===== src/rtl/if_pkg.sv =====
// Shared types and constants for the instruction fetch stage.
package if_pkg;

   localparam int PC_W = 32;
   localparam logic [PC_W-1:0] PC_INC = 32'd4;
   localparam logic [31:0] NOP_DEFAULT = 32'h0000_0000;

   typedef enum logic [1:0] {
      BOOT  = 2'd0,
      FETCH = 2'd1,
      HELD  = 2'd2
   } if_state_t;

   // One parked fetch: instruction word and the address it came from.
   typedef struct packed {
      logic [31:0]     instr;
      logic [PC_W-1:0] pc;
   } skid_entry_t;

endpackage


===== src/rtl/if_skid_buf.sv =====
// One-entry skid register for a word fetched while decode is stalled.
// Latency: load is visible next cycle. Priority: clear > load > drain.
module if_skid_buf
   import if_pkg::*;
(
   input  logic        SwitchClk_10,
   input  logic        reset,
   input  logic        load,
   input  logic        drain,
   input  logic        clear,
   input  skid_entry_t load_dat,
   output logic        skid_vld,
   output skid_entry_t skid_dat
);

   always_ff @(posedge SwitchClk_10 or negedge reset) begin
      if (!reset) begin
         skid_vld <= 1'b0;
         skid_dat <= '0;
      end else if (clear) begin
         skid_vld <= 1'b0;
      end else if (load) begin
         skid_vld <= 1'b1;
         skid_dat <= load_dat;
      end else if (drain) begin
         skid_vld <= 1'b0;
      end
   end

endmodule


===== src/rtl/if_stage.sv =====
// Instruction fetch stage: PC register, IF/ID slot, one-word skid buffer.
// Latency: fetched word lands in IF/ID one cycle after imem_ready; stall parks it in the skid.
// Optional IF_STAGE_PERF_CNT_EN adds fetch_cnt/stall_cnt outputs.
module if_stage
   import if_pkg::*;
#(
   parameter logic [PC_W-1:0] RESET_PC  = 32'h0000_0000,
   parameter logic [31:0]     NOP_INSTR = NOP_DEFAULT
) (
   input  logic            SwitchClk_10,
   input  logic            reset,
   input  logic            stall,
   input  logic            flush,
   input  logic            redirect_valid,
   input  logic [PC_W-1:0] redirect_pc,
   output logic [PC_W-1:0] imem_addr,
   input  logic [31:0]     imem_rdata,
   input  logic            imem_ready,
   output logic            if_id_valid,
   output logic [31:0]     if_id_instr,
   output logic [PC_W-1:0] if_id_pc,
   output logic [PC_W-1:0] if_id_pc4
`ifdef IF_STAGE_PERF_CNT_EN
   ,
   output logic [31:0]     fetch_cnt,
   output logic [31:0]     stall_cnt
`endif
);

   if_state_t       state_q, state_d;
   logic [PC_W-1:0] pc_q, pc_d;
   logic            vld_q, vld_d;
   logic [31:0]     instr_q, instr_d;
   logic [PC_W-1:0] ipc_q, ipc_d;

   logic            skid_load, skid_drain, skid_clear, skid_vld;
   skid_entry_t     skid_dat, skid_in;

   assign skid_in = '{instr: imem_rdata, pc: pc_q};

   if_skid_buf u_skid (
      .SwitchClk_10 (SwitchClk_10),
      .reset        (reset),
      .load         (skid_load),
      .drain        (skid_drain),
      .clear        (skid_clear),
      .load_dat     (skid_in),
      .skid_vld     (skid_vld),
      .skid_dat     (skid_dat)
   );

   always_ff @(posedge SwitchClk_10 or negedge reset) begin
      if (!reset) begin
         state_q <= BOOT;
         pc_q    <= RESET_PC;
         vld_q   <= 1'b0;
         instr_q <= NOP_INSTR;
         ipc_q   <= RESET_PC;
      end else begin
         state_q <= state_d;
         pc_q    <= pc_d;
         vld_q   <= vld_d;
         instr_q <= instr_d;
         ipc_q   <= ipc_d;
      end
   end

   always_comb begin
      state_d    = state_q;
      pc_d       = pc_q;
      vld_d      = vld_q;
      instr_d    = instr_q;
      ipc_d      = ipc_q;
      skid_load  = 1'b0;
      skid_drain = 1'b0;
      skid_clear = 1'b0;
      if (redirect_valid) begin
         pc_d       = redirect_pc & ~32'h3;
         skid_clear = 1'b1;
         vld_d      = 1'b0;
         state_d    = FETCH;
      end else begin
         case (state_q)
            BOOT: begin
               vld_d   = 1'b0;
               state_d = FETCH;
            end
            FETCH: begin
               if (imem_ready) begin
                  pc_d = pc_q + PC_INC;
                  if (stall) begin
                     skid_load = 1'b1;
                     state_d   = HELD;
                     if (flush) vld_d = 1'b0;
                  end else if (flush) begin
                     vld_d = 1'b0;
                  end else begin
                     instr_d = imem_rdata;
                     ipc_d   = pc_q;
                     vld_d   = 1'b1;
                  end
               end else if (flush || !stall) begin
                  vld_d = 1'b0;
               end
            end
            HELD: begin
               // Flush squashes only the slot; the parked word still drains later.
               if (flush) begin
                  vld_d = 1'b0;
               end else if (!stall) begin
                  skid_drain = 1'b1;
                  instr_d    = skid_dat.instr;
                  ipc_d      = skid_dat.pc;
                  vld_d      = 1'b1;
                  state_d    = FETCH;
               end
            end
            default: state_d = BOOT;
         endcase
      end
   end

   assign imem_addr   = pc_q;
   assign if_id_valid = vld_q;
   assign if_id_instr = vld_q ? instr_q : NOP_INSTR;
   assign if_id_pc    = ipc_q;
   assign if_id_pc4   = ipc_q + PC_INC;

`ifdef IF_STAGE_PERF_CNT_EN
   logic if_load;
   assign if_load = !redirect_valid && !stall && !flush &&
                    ((state_q == FETCH && imem_ready) || (state_q == HELD && skid_vld));

   always_ff @(posedge SwitchClk_10 or negedge reset) begin
      if (!reset) begin
         fetch_cnt <= '0;
         stall_cnt <= '0;
      end else begin
         if (if_load)         fetch_cnt <= fetch_cnt + 32'd1;
         if (stall && vld_q)  stall_cnt <= stall_cnt + 32'd1;
      end
   end
`else
   logic unused_skid_vld;
   assign unused_skid_vld = skid_vld;
`endif

endmodule

===== config.mk =====
export PLATFORM = sky130hd
export DESIGN_NAME = if_stage
export DESIGN_NICKNAME = d
export VERILOG_FILES = /design/src/rtl/if_pkg.sv /design/src/rtl/if_skid_buf.sv /design/src/rtl/if_stage.sv
export SDC_FILE = /design/constraint.sdc
export NUM_CORES = 1
export LEC_CHECK = 0
export ABC_AREA = 1
export CORE_MARGIN = 3
export CORE_UTILIZATION = 45
export DETAILED_ROUTE_END_ITERATION = 10
export PLACE_DENSITY = 0.73
export SLEW_MARGIN = 20
export SYNTH_ARGS = -nofsm -noshare
export SYNTH_HDL_FRONTEND = slang
export SYNTH_SLANG_ARGS = --single-unit

===== constraint.sdc =====
create_clock -name SwitchClk_10 -period 3.8 [get_ports SwitchClk_10]
set_input_delay 0.57 -clock SwitchClk_10 [delete_from_list [all_inputs] [get_ports SwitchClk_10]]
set_output_delay 0.57 -clock SwitchClk_10 [all_outputs]
set_load 0.02 [all_outputs]

-- Word level (Yosys, flattened, before mapping)
Index checks and enable logic that the tools add are counted.
- flip-flop bits (word level): 163
- input bits: 70
- output and inout bits: 129
- logic and storage cells: 73
- add/subtract/negate cells: 2
- equality and inequality tests: 14
- multiplexer cells: 36
- bitwise operators: 2
- reductions and logical operators: 12
- operators by type and width (cell ; number):
    32-bit 2-to-1 mux ; 14
    32-bit case mux with 2 select lines ; 2
    32-bit by 3-bit adder with 32-bit output (second input constant) ; 2
    1-bit 2-to-1 mux ; 13
    3-bit != test (second input constant) ; 4
    2-bit 2-to-1 mux ; 5
    2-bit != test (second input constant) ; 5
    4-bit != test (second input constant) ; 2
    4-bit AND reduction ; 2
    7-bit AND reduction ; 1
    2-bit case mux with 3 select lines ; 1
    2-bit nonzero test ; 3
    5-bit != test (second input constant) ; 1
    2-bit AND reduction ; 2
    4-bit nonzero test ; 1
    1-bit case mux with 3 select lines ; 1
    2-bit by 1-bit == test with 1-bit output (second input constant) ; 1
    2-bit == test (second input constant) ; 1
    2-bit logical NOT ; 1
    1-bit NOT ; 2
    1-bit logical NOT ; 1
    1-bit logical OR ; 1

-- Longest topological paths before layout
- depth in word-level cells: 6
- depth in mapped cells: 9

-- Cells and area by module
A second synthesis with hierarchy kept.
- cells, all modules: 1237
- area, all modules: 9218.8 um^2
- by module, submodules not included (module ; instances ; cells an instance ; area each (um^2)):
    if_stage ; 1 ; 954 ; 6631.4
    if_skid_buf ; 1 ; 283 ; 2587.5

-- Least setup slack after synthesis
No wires, ideal clock.
- path type: register to output
- from: reg ipc_q[2] (netlist: if_id_pc[2])
- to: out if_id_pc4[20]
- arrival: 1797 ps
- required time: 3230 ps
- path slack: 1433 ps
- cell stages (with the launch flop): 9
- buffers on the path: 0
- path through: dfrtp_1 > ha_1 > nand2_1 > nor2_4 > nand3_1 > nor2_1 > nand2_1 > nor2_1 > xor2_1
- word-level cells in the longest chain between the ends: 1
- RTL lines (item ; line ; RTL):
    from (decl) ; if_stage.sv:34 ; logic [PC_W-1:0] ipc_q, ipc_d;
    from (signal assigned) ; if_stage.sv:64 ; ipc_q <= ipc_d;
    32-bit by 3-bit adder with 32-bit output ; if_stage.sv:127 ; assign if_id_pc4 = ipc_q + PC_INC;
    to (decl) ; if_stage.sv:22 ; output logic [PC_W-1:0] if_id_pc4
No other way between the ends.

-- Final worst setup path
Same ends and word-level chain as after synthesis.

==> results by group <==
Route
  • Vias: 7584
  • Routed Antenna Nets: 0
  • DR pass1 iterations: 5
  • Routed wire length: 23.0 mm
  • DR DRC count: 0
  • Wire length per cell: 15.5 um
  • Detailed router's first-iteration violation count: 480
  • Vias per cell: between 5 and 6

Synth
  • Ys flop type: dfrtp_1
  • Cell area after synthesis: about 8500 um^2
  • FFs w/ async S/R, synth: 100%
  • Synth warn: 0
  • Synthesized flop and latch total: between 150 and 200
  • Cell count after synthesis: approximately 1100
  • Number of unique standard cell types used by synthesis: 42
  • Syn_area_per_cell: 8.00 um^2
  • EDFF count, synth: 0
  • Register area share after synthesis: 46.1%

Global routing
  • Initial antenna violation count: 0
  • Largest net degree at the start of global routing: 111
  • Grt ovf: 0
  • Overall Global Routing Usage: 22.5%
  • Number of global-route vias before repair: between 7000 and 8000
  • First-pass GRT wire length: 36.9 mm

CTS
  • CTS Hold Buffers Added: 0
  • Num CTS Buffers: 17
  • # clock sinks: 157
  • Post-CTS Setup Bufs: 0
  • Clock Latency Late Sink: 0.42 ns
  • PostCTS Resize Cnt: 0
  • CTS clk-pin slew, worst paths: 0.06 ns
  • Root buf cell: clkbuf_16
  • CTS tree: built
  • Maximum clock path buffer count: 2
  • Max H-tree Level: 4

Timing
  • Crit share post-route: a little under nine tenths
  • Clock Skew: 0.00729 ns
  • F_max: around 310 MHz
  • PnR worst setup slack: 0.558 ns
  • Slew HR: 37.1%
  • Hold WS: between 0.15 and 0.2 ns
  • Setup TNS: 0 ns
  • Max Transition Viols Final: 0
  • Crit path time final: about 3.2 ns
  • Slew @ Worst Pin: approximately 0.94 ns
  • Final setup violation count: 0
  • Final hold violation count: 0
  • RSZ-0062 raised after global routing: no

Floorplan
  • Core ar.: 18300 um^2
  • Starting Density: 46.7%
  • Total Die Area: around 21000 um^2
  • Die X: 144 um
  • Row Count: 49
  • Height of the die: about 140 um
  • Total I/O pin count: roughly 200

Worst setup path
  • CP max stage delay: roughly 0.62 ns
  • CP Cell Sequence: ha_1, nand2_1, nor2_4, nand3_1, nor2_1, nand2_1, nor2_1, xor2_1, clkdlybuf4s50_1
  • WS Path Type: reg2out
  • Crit-path slowest cell: clkdlybuf4s50_1
  • Crit end category: output port
  • Startpoint Class: flip-flop
  • Worst Path Arrival: roughly 2.7 ns
  • Levels on crit path: 9
  • Cell family with most CP delay: simple AND/OR/NAND/NOR gates
  • Crit path required time: 3.23 ns
  • Max FO, Critical Path: 5
  • Buf+Inv Stages, Crit Path: 1
  • R2R cell count: 6

Power and ir drop
  • Pwr dens: 719 nW/um^2
  • LEAKAGE: between 5 and 6 nW
  • Maximum resistive drop on vdd: 0.372 mV

Place
  • Detailed Place HPWL: 16.8 mm
  • Post-place setup slack: a little under 1 ns
  • Area post-placement: 10600 um^2
  • GP Congestion: 0.939
  • IO Port Bufs: 190

Layout
  • Finished layout cell area: 11100 um^2
  • Fillers: ~1700
  • Area grow syn2layout: 30.5%
  • Antenna cell count: 0
  • Register area: 3930 um^2
  • Multi-input logic area: 3940 um^2
  • Fin nets: 1314
  • Layout cell share with drive strength beyond 1: 6.48%

Run
  • MaxCap Viol Count: 0

Worst hold path
  • Hold crit path type: in2async

Outcome
  • Status: complete, no violations
[layer usage]
layer | GRT usage, % | share of wire [%] | up-vias
met5 | 0 | 0 | -
li1 | - | - | 3761
met2 | 35.4 | 46 | 236
met3 | 4.09 | 5.5 | 22
met4 | 5.95 | 1.3 | 0
met1 | 32.3 | 48 | 3565
[through the flow]
stage               cells  util [%]  power (mW)
floorplan            1071         -        4.97
CTS                  1479      60.9        8.05
global route         1479      60.9        8.57
global placement     1448      57.8        6.28
detailed placement   1448      57.8        6.39
finish               1479      60.9        7.99
[cell usage in the layout, fill, tap and decap left out, types with 4 or more instances in the layout]
| cell | Yosys | routed |
|---|---|---|
| buf_4 | 12 | 9 |
| clkbuf_16 | 0 | 17 |
| clkdlybuf4s50_1 | 0 | 189 |
| clkinv_2 | 0 | 4 |
| conb_1 | 1 | 6 |
| dfrtp_1 | 157 | 157 |
| ha_1 | 6 | 5 |
| inv_1 | 109 | 109 |
| mux2_2 | 23 | 23 |
| mux2_4 | 8 | 8 |
| mux2i_1 | 31 | 31 |
| nand2_1 | 328 | 328 |
| nand3_1 | 59 | 58 |
| nand4_1 | 8 | 8 |
| nor2_1 | 58 | 58 |
| nor3_1 | 14 | 14 |
| o211ai_1 | 7 | 7 |
| o21ai_0 | 144 | 144 |
| xnor2_1 | 8 | 8 |
| xor2_1 | 25 | 25 |
[final timing paths]
kind,start,slack (ns),endpoint
worst max-delay path,if_id_pc[2]$_DFFE_PN0P_,0.56,if_id_pc4[20]
worst min-delay path,reset,0.17,imem_addr[6]$_DFFE_PN0P_
worst max register to register,state_q[0]$_DFFE_PN0P_,1.28,if_id_pc[20]$_DFFE_PN0P_
worst min register to register,u_skid.skid_dat[27]$_DFFE_PN0P_,0.48,u_skid.skid_dat[27]$_DFFE_PN0P_
max in group asynchronous,reset,2.76,instr_q[1]$_DFFE_PN0P_
min in group SwitchClk_10,u_skid.skid_dat[27]$_DFFE_PN0P_,0.48,u_skid.skid_dat[27]$_DFFE_PN0P_
[layout make-up]
cell class	count	share of cell area [%]
tap	229	2.58
clock buffer	20	3.93
multi-input combinational	751	35.4
timing repair buffer	200	17.9
clock inverter	11	1.08
inverter	111	3.75
sequential	157	35.3
[cells by family after synthesis]
family | synth area share [%]
compound gates | 10.1
xor+xnor | 3.39
fa+ha+maj | 0.881
buf+inv | 8.12
flops | 46.1
mux | 8.09
other cells | 0.0440
simple gates | 23.3
[cells in the mapped netlist, types with 2 or more instances]
| cell type | n | share of area (%) |
|---|---|---|
| buf_6 | 3 | 0.40 |
| ha_1 | 6 | 0.88 |
| nand2_1 | 328 | 14 |
| dfrtp_1 | 157 | 46 |
| nand4_1 | 8 | 0.59 |
| o211ai_1 | 7 | 0.62 |
| nor2_1 | 58 | 2.6 |
| nand3_1 | 59 | 3.5 |
| mux2i_1 | 31 | 3.6 |
| xnor2_1 | 8 | 0.82 |
| xor2_1 | 25 | 2.6 |
| nand3b_1 | 3 | 0.26 |
| nor3_1 | 14 | 0.82 |
| nor2_2 | 2 | 0.15 |
| mux2_4 | 8 | 1.4 |
| mux2_2 | 23 | 3.0 |
| clkbuf_1 | 26 | 1.1 |
| buf_2 | 10 | 0.59 |
| inv_1 | 109 | 4.8 |
| o221ai_1 | 3 | 0.31 |
| buf_4 | 12 | 1.1 |
| a21oi_1 | 2 | 0.12 |
| o21ai_0 | 144 | 8.5 |
| o21bai_1 | 2 | 0.18 |
[flip-flops by register name, summed over array words and instances (netlist names)]
| name | cells |
|---|---|
| if_id_pc | 30 |
| if_id_valid | 1 |
| imem_addr | 30 |
| instr_q | 32 |
| state_q | 2 |
| u_skid.skid_dat | 62 |
[power breakdown]
| part | leakage (nW) | internal (mW) | switching [mW] |
|---|---|---|---|
| sequential | 1.94 | 2.39 | 0.639 |
| clock | 0.266 | 0.961 | 0.672 |
| combinational | 3.04 | 1.48 | 1.85 |
No activity file was read; power rests on OpenSTA's default activity.
==> patch 1: new RTL, config.mk and constraints unchanged <==
Re-encode `if_state_t` (3 states) as one-hot, 3 bits wide.
--- a/src/rtl/if_pkg.sv
+++ b/src/rtl/if_pkg.sv
@@ -6,8 +6,8 @@
    localparam logic [31:0] NOP_DEFAULT = 32'h0000_0000;
 
-   typedef enum logic [1:0] {
-      BOOT  = 2'd0,
-      FETCH = 2'd1,
-      HELD  = 2'd2
+   typedef enum logic [2:0] {
+      BOOT  = 3'b001,
+      FETCH = 3'b010,
+      HELD  = 3'b100
    } if_state_t;
 
Formal check against the unedited RTL: same outputs for any inputs over 4 cycles, from zero or initial values and one cycle with reset low; so few cycles prove little.
==> patch 1 against the original RTL <==
Wire length decreased by 2.4%; area after synthesis up 1.9%; core utilization decreased by 0.83 points; die area grew 1.8%; cell area rose by 1.7%; total power down 6.2%; sequential cell count increased by 1; worst setup slack gained 130 ps; critical endpoint is now if_id_pc4[22].
==> patch 1: results (changes against the original RTL) <==
metric	value	unit	change
run status	finished clean		
Synth Area in Adders	0.288	%	-0.59 points
Final HPWL DP	16200	um	-3.7%
worst path arrival time	2540	ps	-130 ps
largest net degree at the start of global routing	105		-5.4%
ys async rst share	100	%	unchanged
skew final	9.25	ps	+1.96 ps
Leak	5.49	nW	+4.7%
Routed WL	22400	um	-2.4%
DRT iter0 DRCs	635		+32%
Vias	8003		+5.5%
# diodes	0		unchanged
multiplexer share of the synthesized area	0	%	-8.1 points
synth cell count leaders	407 x nand2_1, 157 x dfrtp_1, 148 x o21ai_0, 120 x inv_1, 94 x nor2_1		
metal2 WL	10100	um	-4.3%
routed wl met3	1070	um	-15%
gr usage total	21.5	%	-1.0 points
Slew headroom	34.2	%	-2.9 points
worst hold path type	input pin to async pin		
vias in the first global route	7281		+0.34%
Seq/Total Area, Yosys	45.5	%	-0.55 points
Compound-Gate Fraction of Synth Area	14.0	%	+3.9 points
final net count	1434		+9.1%
maximum vdd drop	0.391	mV	+5.3%
M1 WL	11000	um	+1.1%
Clk Latency, worst-skew pair	420	ps	about the same
global-route wire length before repair	37400	um	+1.4%
Synth cell types	40		-4.8%
xor and xnor area share after synthesis	2.72	%	-0.67 points
DRT Pass-1 Iters	5		unchanged
top post-synthesis cells by area	dfrtp_1 45%, nand2_1 18%, o21ai_0 8.5%		
share of layout cells above drive strength 1	5.02	%	-1.5 points
[patch 1: cell count changes after synthesis, moves of 8 or more]
cell,delta
nand2_1,+79
o21ai_1,+52
nor2_1,+36
mux2i_1,-31
mux2_2,-23
a21oi_1,+14
nand3_1,-14
inv_1,+11
xor2_1,-11
buf_2,+10
mux2_4,-8
[patch 1: report_power, final]
group | leakage (nW) | total [W] | switching, W | internal [W]
Sequential | 1.95 | 0.00289 | 0.000591 | 0.00229
Clock | 0.295 | 0.00175 | 0.000708 | 0.00104
Combinational | 3.24 | 0.00286 | 0.00156 | 0.00129
[patch 1: cell type report]
type	instances	area, um^2
clock inverters	14	181
inverters	127	479
well taps	260	325
clock buffers	17	425
fillers	1772	7520
flip-flops and latches	158	3960
repair buffers	199	2000
multi-input cells	859	3940
[patch 1: path summary, 6_finish.rpt]
path                       slack [ps]  depth (start not counted)                        to               startpoint
max in group asynchronous        2660                          2   instr_q[22]$_DFFE_PN0P_                    reset
max reg2reg                      1420                          7  if_id_pc[12]$_DFFE_PN0P_   state_q[1]$_DFFE_PN0P_
min                               230                          1  if_id_pc[22]$_DFFE_PN0P_                    reset
max                               690                          5             if_id_pc4[22]  if_id_pc[3]$_DFFE_PN0P_
min reg2reg                       480                          2   instr_q[22]$_DFFE_PN0P_  instr_q[22]$_DFFE_PN0P_
min in group SwitchClk_10         480                          2   instr_q[22]$_DFFE_PN0P_  instr_q[22]$_DFFE_PN0P_
[patch 1: routing by layer]
layer	global-route usage (%)	vias to the layer above
met2	31.9	215
li1	-	4126
met4	5.42	0
met1	32.3	3647
met5	0	-
met3	4.40	15
[patch 1: worst max-delay path, stage by stage, from the launching register on]
cell	delay [ps]
dfrtp_1	460
ha_1	290
nand3_1	200
nor3_1	380
xor2_1	180
clkdlybuf4s50_1	620
[patch 1: cells by family (layout without fill, tap and decap cells)]
kind of cell / after synthesis / in the layout
compound gates: 233 / 233
other cells: 1 / 6
flops: 158 / 158
xor+xnor: 27 / 27
fa+ha+maj: 2 / 2
simple gates: 591 / 591
buf+inv: 188 / 357
[patch 1: through the flow]
step / total power, W / instance area, um^2 / std cells / setup slack, ps
floorplan: 0.00441 / 8700 / 1205 / 1660
global placement: 0.00570 / 10700 / 1603 / 1140
detailed placement: 0.00577 / 10700 / 1603 / 1120
CTS: 0.00755 / 11300 / 1634 / 653
global route: 0.00800 / 11300 / 1634 / 489
finish: 0.00749 / 11300 / 1634 / 691
==> patch 2: new RTL, same flow settings <==
Without the edit above. `PC_W`: 32 -> 16.
--- a/src/rtl/if_pkg.sv
+++ b/src/rtl/if_pkg.sv
@@ -2,5 +2,5 @@
 package if_pkg;
 
-   localparam int PC_W = 32;
+   localparam int PC_W = 16;
    localparam logic [PC_W-1:0] PC_INC = 32'd4;
    localparam logic [31:0] NOP_DEFAULT = 32'h0000_0000;
Interface: changed (resized if_id_pc, if_id_pc4, imem_addr and redirect_pc); port bits go from 199 to 135. No check against the original RTL was run, so the function may have changed too.
==> patch 2 against the original RTL <==
Core utilization up 0.30 points; area after synthesis down 35%; critical path type unchanged; register-to-register slack better by 380 ps; clock power down 41%; wire length down 42%; worst setup slack better by 370 ps; sequential cell count down 48; first-iteration DRC count down 17%; total power down 33%; critical endpoint is now if_id_pc4[12]; cell area down 36%.
==> patch 2: results (changes against the original RTL) <==
metric	value	unit	change
Clk pin slew, worst setup/hold paths	80	ps	+20 ps
Synth cell types	26		-38%
CP Max Fanout	4		-1
final net count	842		-36%
number of port buffers	126		-34%
max reg flops	46		-26%
maximum vdd drop	0.443	mV	+19%
Fillers	1011		-39%
# H-tree levels	3		-1
Mapped Avg Cell Area	8.25	um^2	+3.2%
fin cells	929		-37%
synth cell count leaders	196 x nand2_1, 109 x dfrtp_1, 77 x inv_1, 57 x nor2_1, 37 x a31oi_1		
WL per Instance	14.2	um	-8.2%
CTS Buf Count	9		-8
top post-synthesis cells by area	dfrtp_1 49%, nand2_1 13%, inv_1 5.2%		
worst path arrival time	2300	ps	-370 ps
Slew headroom	48.2	%	+11 points
Clk Latency, worst-skew pair	340	ps	-80 ps
Clock Path Buffers	2		unchanged
internal reg-to-reg setup slack	1660	ps	+380 ps
dpl cells	913		-37%
top flop regs	u_skid.skid_dat x46, instr_q x32		
Leak	3.46	nW	-34%
run status	finished clean		
DRT iter0 DRCs	397		-17%
Root Buffer	clkbuf_16		
Power Internal	0.00322	W	-33%
skew final	10.8	ps	+3.51 ps
worst r2r dst	if_id_pc[13]$_DFFE_PN0P_		
vias in the first global route	4505		-38%
global-route wire length before repair	21400	um	-42%
Seq/Total Area, Yosys	49.3	%	+3.2 points
# diodes	0		unchanged
Vias	4793		-37%
CP top delay family	buffers and inverters		
gr usage total	19.6	%	-2.9 points
Final GP Congestion	0.807		-14%
worst reg2reg path depth	8		+2
largest net degree at the start of global routing	93		-16%
[patch 2: cell count changes in the layout (fill, tap and decap cells not counted), sizes merged, moves of 5 or more]
cell           delta
nand2           -134
inv              -28
o21ai           -105
clkdlybuf4s50    -64
a21oi             +5
nand3            -36
xor2             -12
a31oi            +36
xnor2             -8
nor2              -5
clkbuf           -11
dfrtp            -48
nor3              -8
mux2i            -31
[patch 2: worst reg2reg max path, stage by stage, from the launching register on]
cell and delay [ps]:
dfrtp_1 380, inv_1 120, ha_1 270, inv_2 330, a21oi_1 180, nor2_4 130
buf_12 330, o211ai_1 210, o21ai_1 110
[patch 2: how the worst max path moves through the flow]
stage / startpoint / end / slack, ps
3_3_place_gp: redirect_valid / u_skid.skid_dat[11]$_DFFE_PN0P_ / 990
6_report: if_id_pc[2]$_DFFE_PN0P_ / if_id_pc4[12] / 930
4_1_cts: if_id_pc[2]$_DFFE_PN0P_ / if_id_pc4[12] / 930
3_5_place_dp: redirect_valid / u_skid.skid_dat[13]$_DFFE_PN0P_ / 890
2_1_floorplan: if_id_pc[3]$_DFFE_PN0P_ / if_id_pc4[12] / 1760
5_1_grt: if_id_pc[2]$_DFFE_PN0P_ / if_id_pc4[12] / 820
[patch 2: stage by stage]
step           worst slack, ps  hold WS [ps]  instance area (um^2)
6_report                   933           258                  7160
5_1_grt                    825           337                  7160
4_1_cts                    925           466                  7160
3_5_place_dp               887           474                  6850
3_3_place_gp               994           465                  6850
2_1_floorplan             1760           274                  5550
[patch 2: cell families (layout without fill, tap and decap cells)]
group	Yosys count	after routing	share of synthesized area, %
fa+ha+maj	7	7	1.58
simple gates	289	289	20.6
flops	109	109	49.3
xor+xnor	13	13	2.06
buf+inv	120	231	9.34
other cells	1	6	0.0678
mux	33	33	6.72
compound gates	98	98	10.3
[patch 2: layer usage]
| metal | up-vias | routed length, um | track usage [%] |
|---|---|---|---|
| li1 | 2353 | - | - |
| met1 | 2277 | 6010 | 27.1 |
| met2 | 145 | 6270 | 31.7 |
| met3 | 18 | 721 | 2.83 |
| met4 | 0 | 232 | 6.65 |
| met5 | - | 0 | 0 |
[patch 2: final cells by class]
cell class,count,area share [%]
timing repair buffer,134,18.6
multi-input combinational,446,32.3
tap,143,2.50
sequential,109,38.1
clock inverter,7,1.12
inverter,81,4.24
clock buffer,9,3.14
[patch 2: power by group through the flow]
stage	combinational (W)	sequential, W	clock (W)
after floorplan	0.00134	0.00214	0
after global placement	0.00223	0.00206	0
after detailed placement	0.00230	0.00209	0
after CTS	0.00231	0.00207	0.000981
after global routing	0.00253	0.00214	0.00103
final	0.00229	0.00207	0.000961
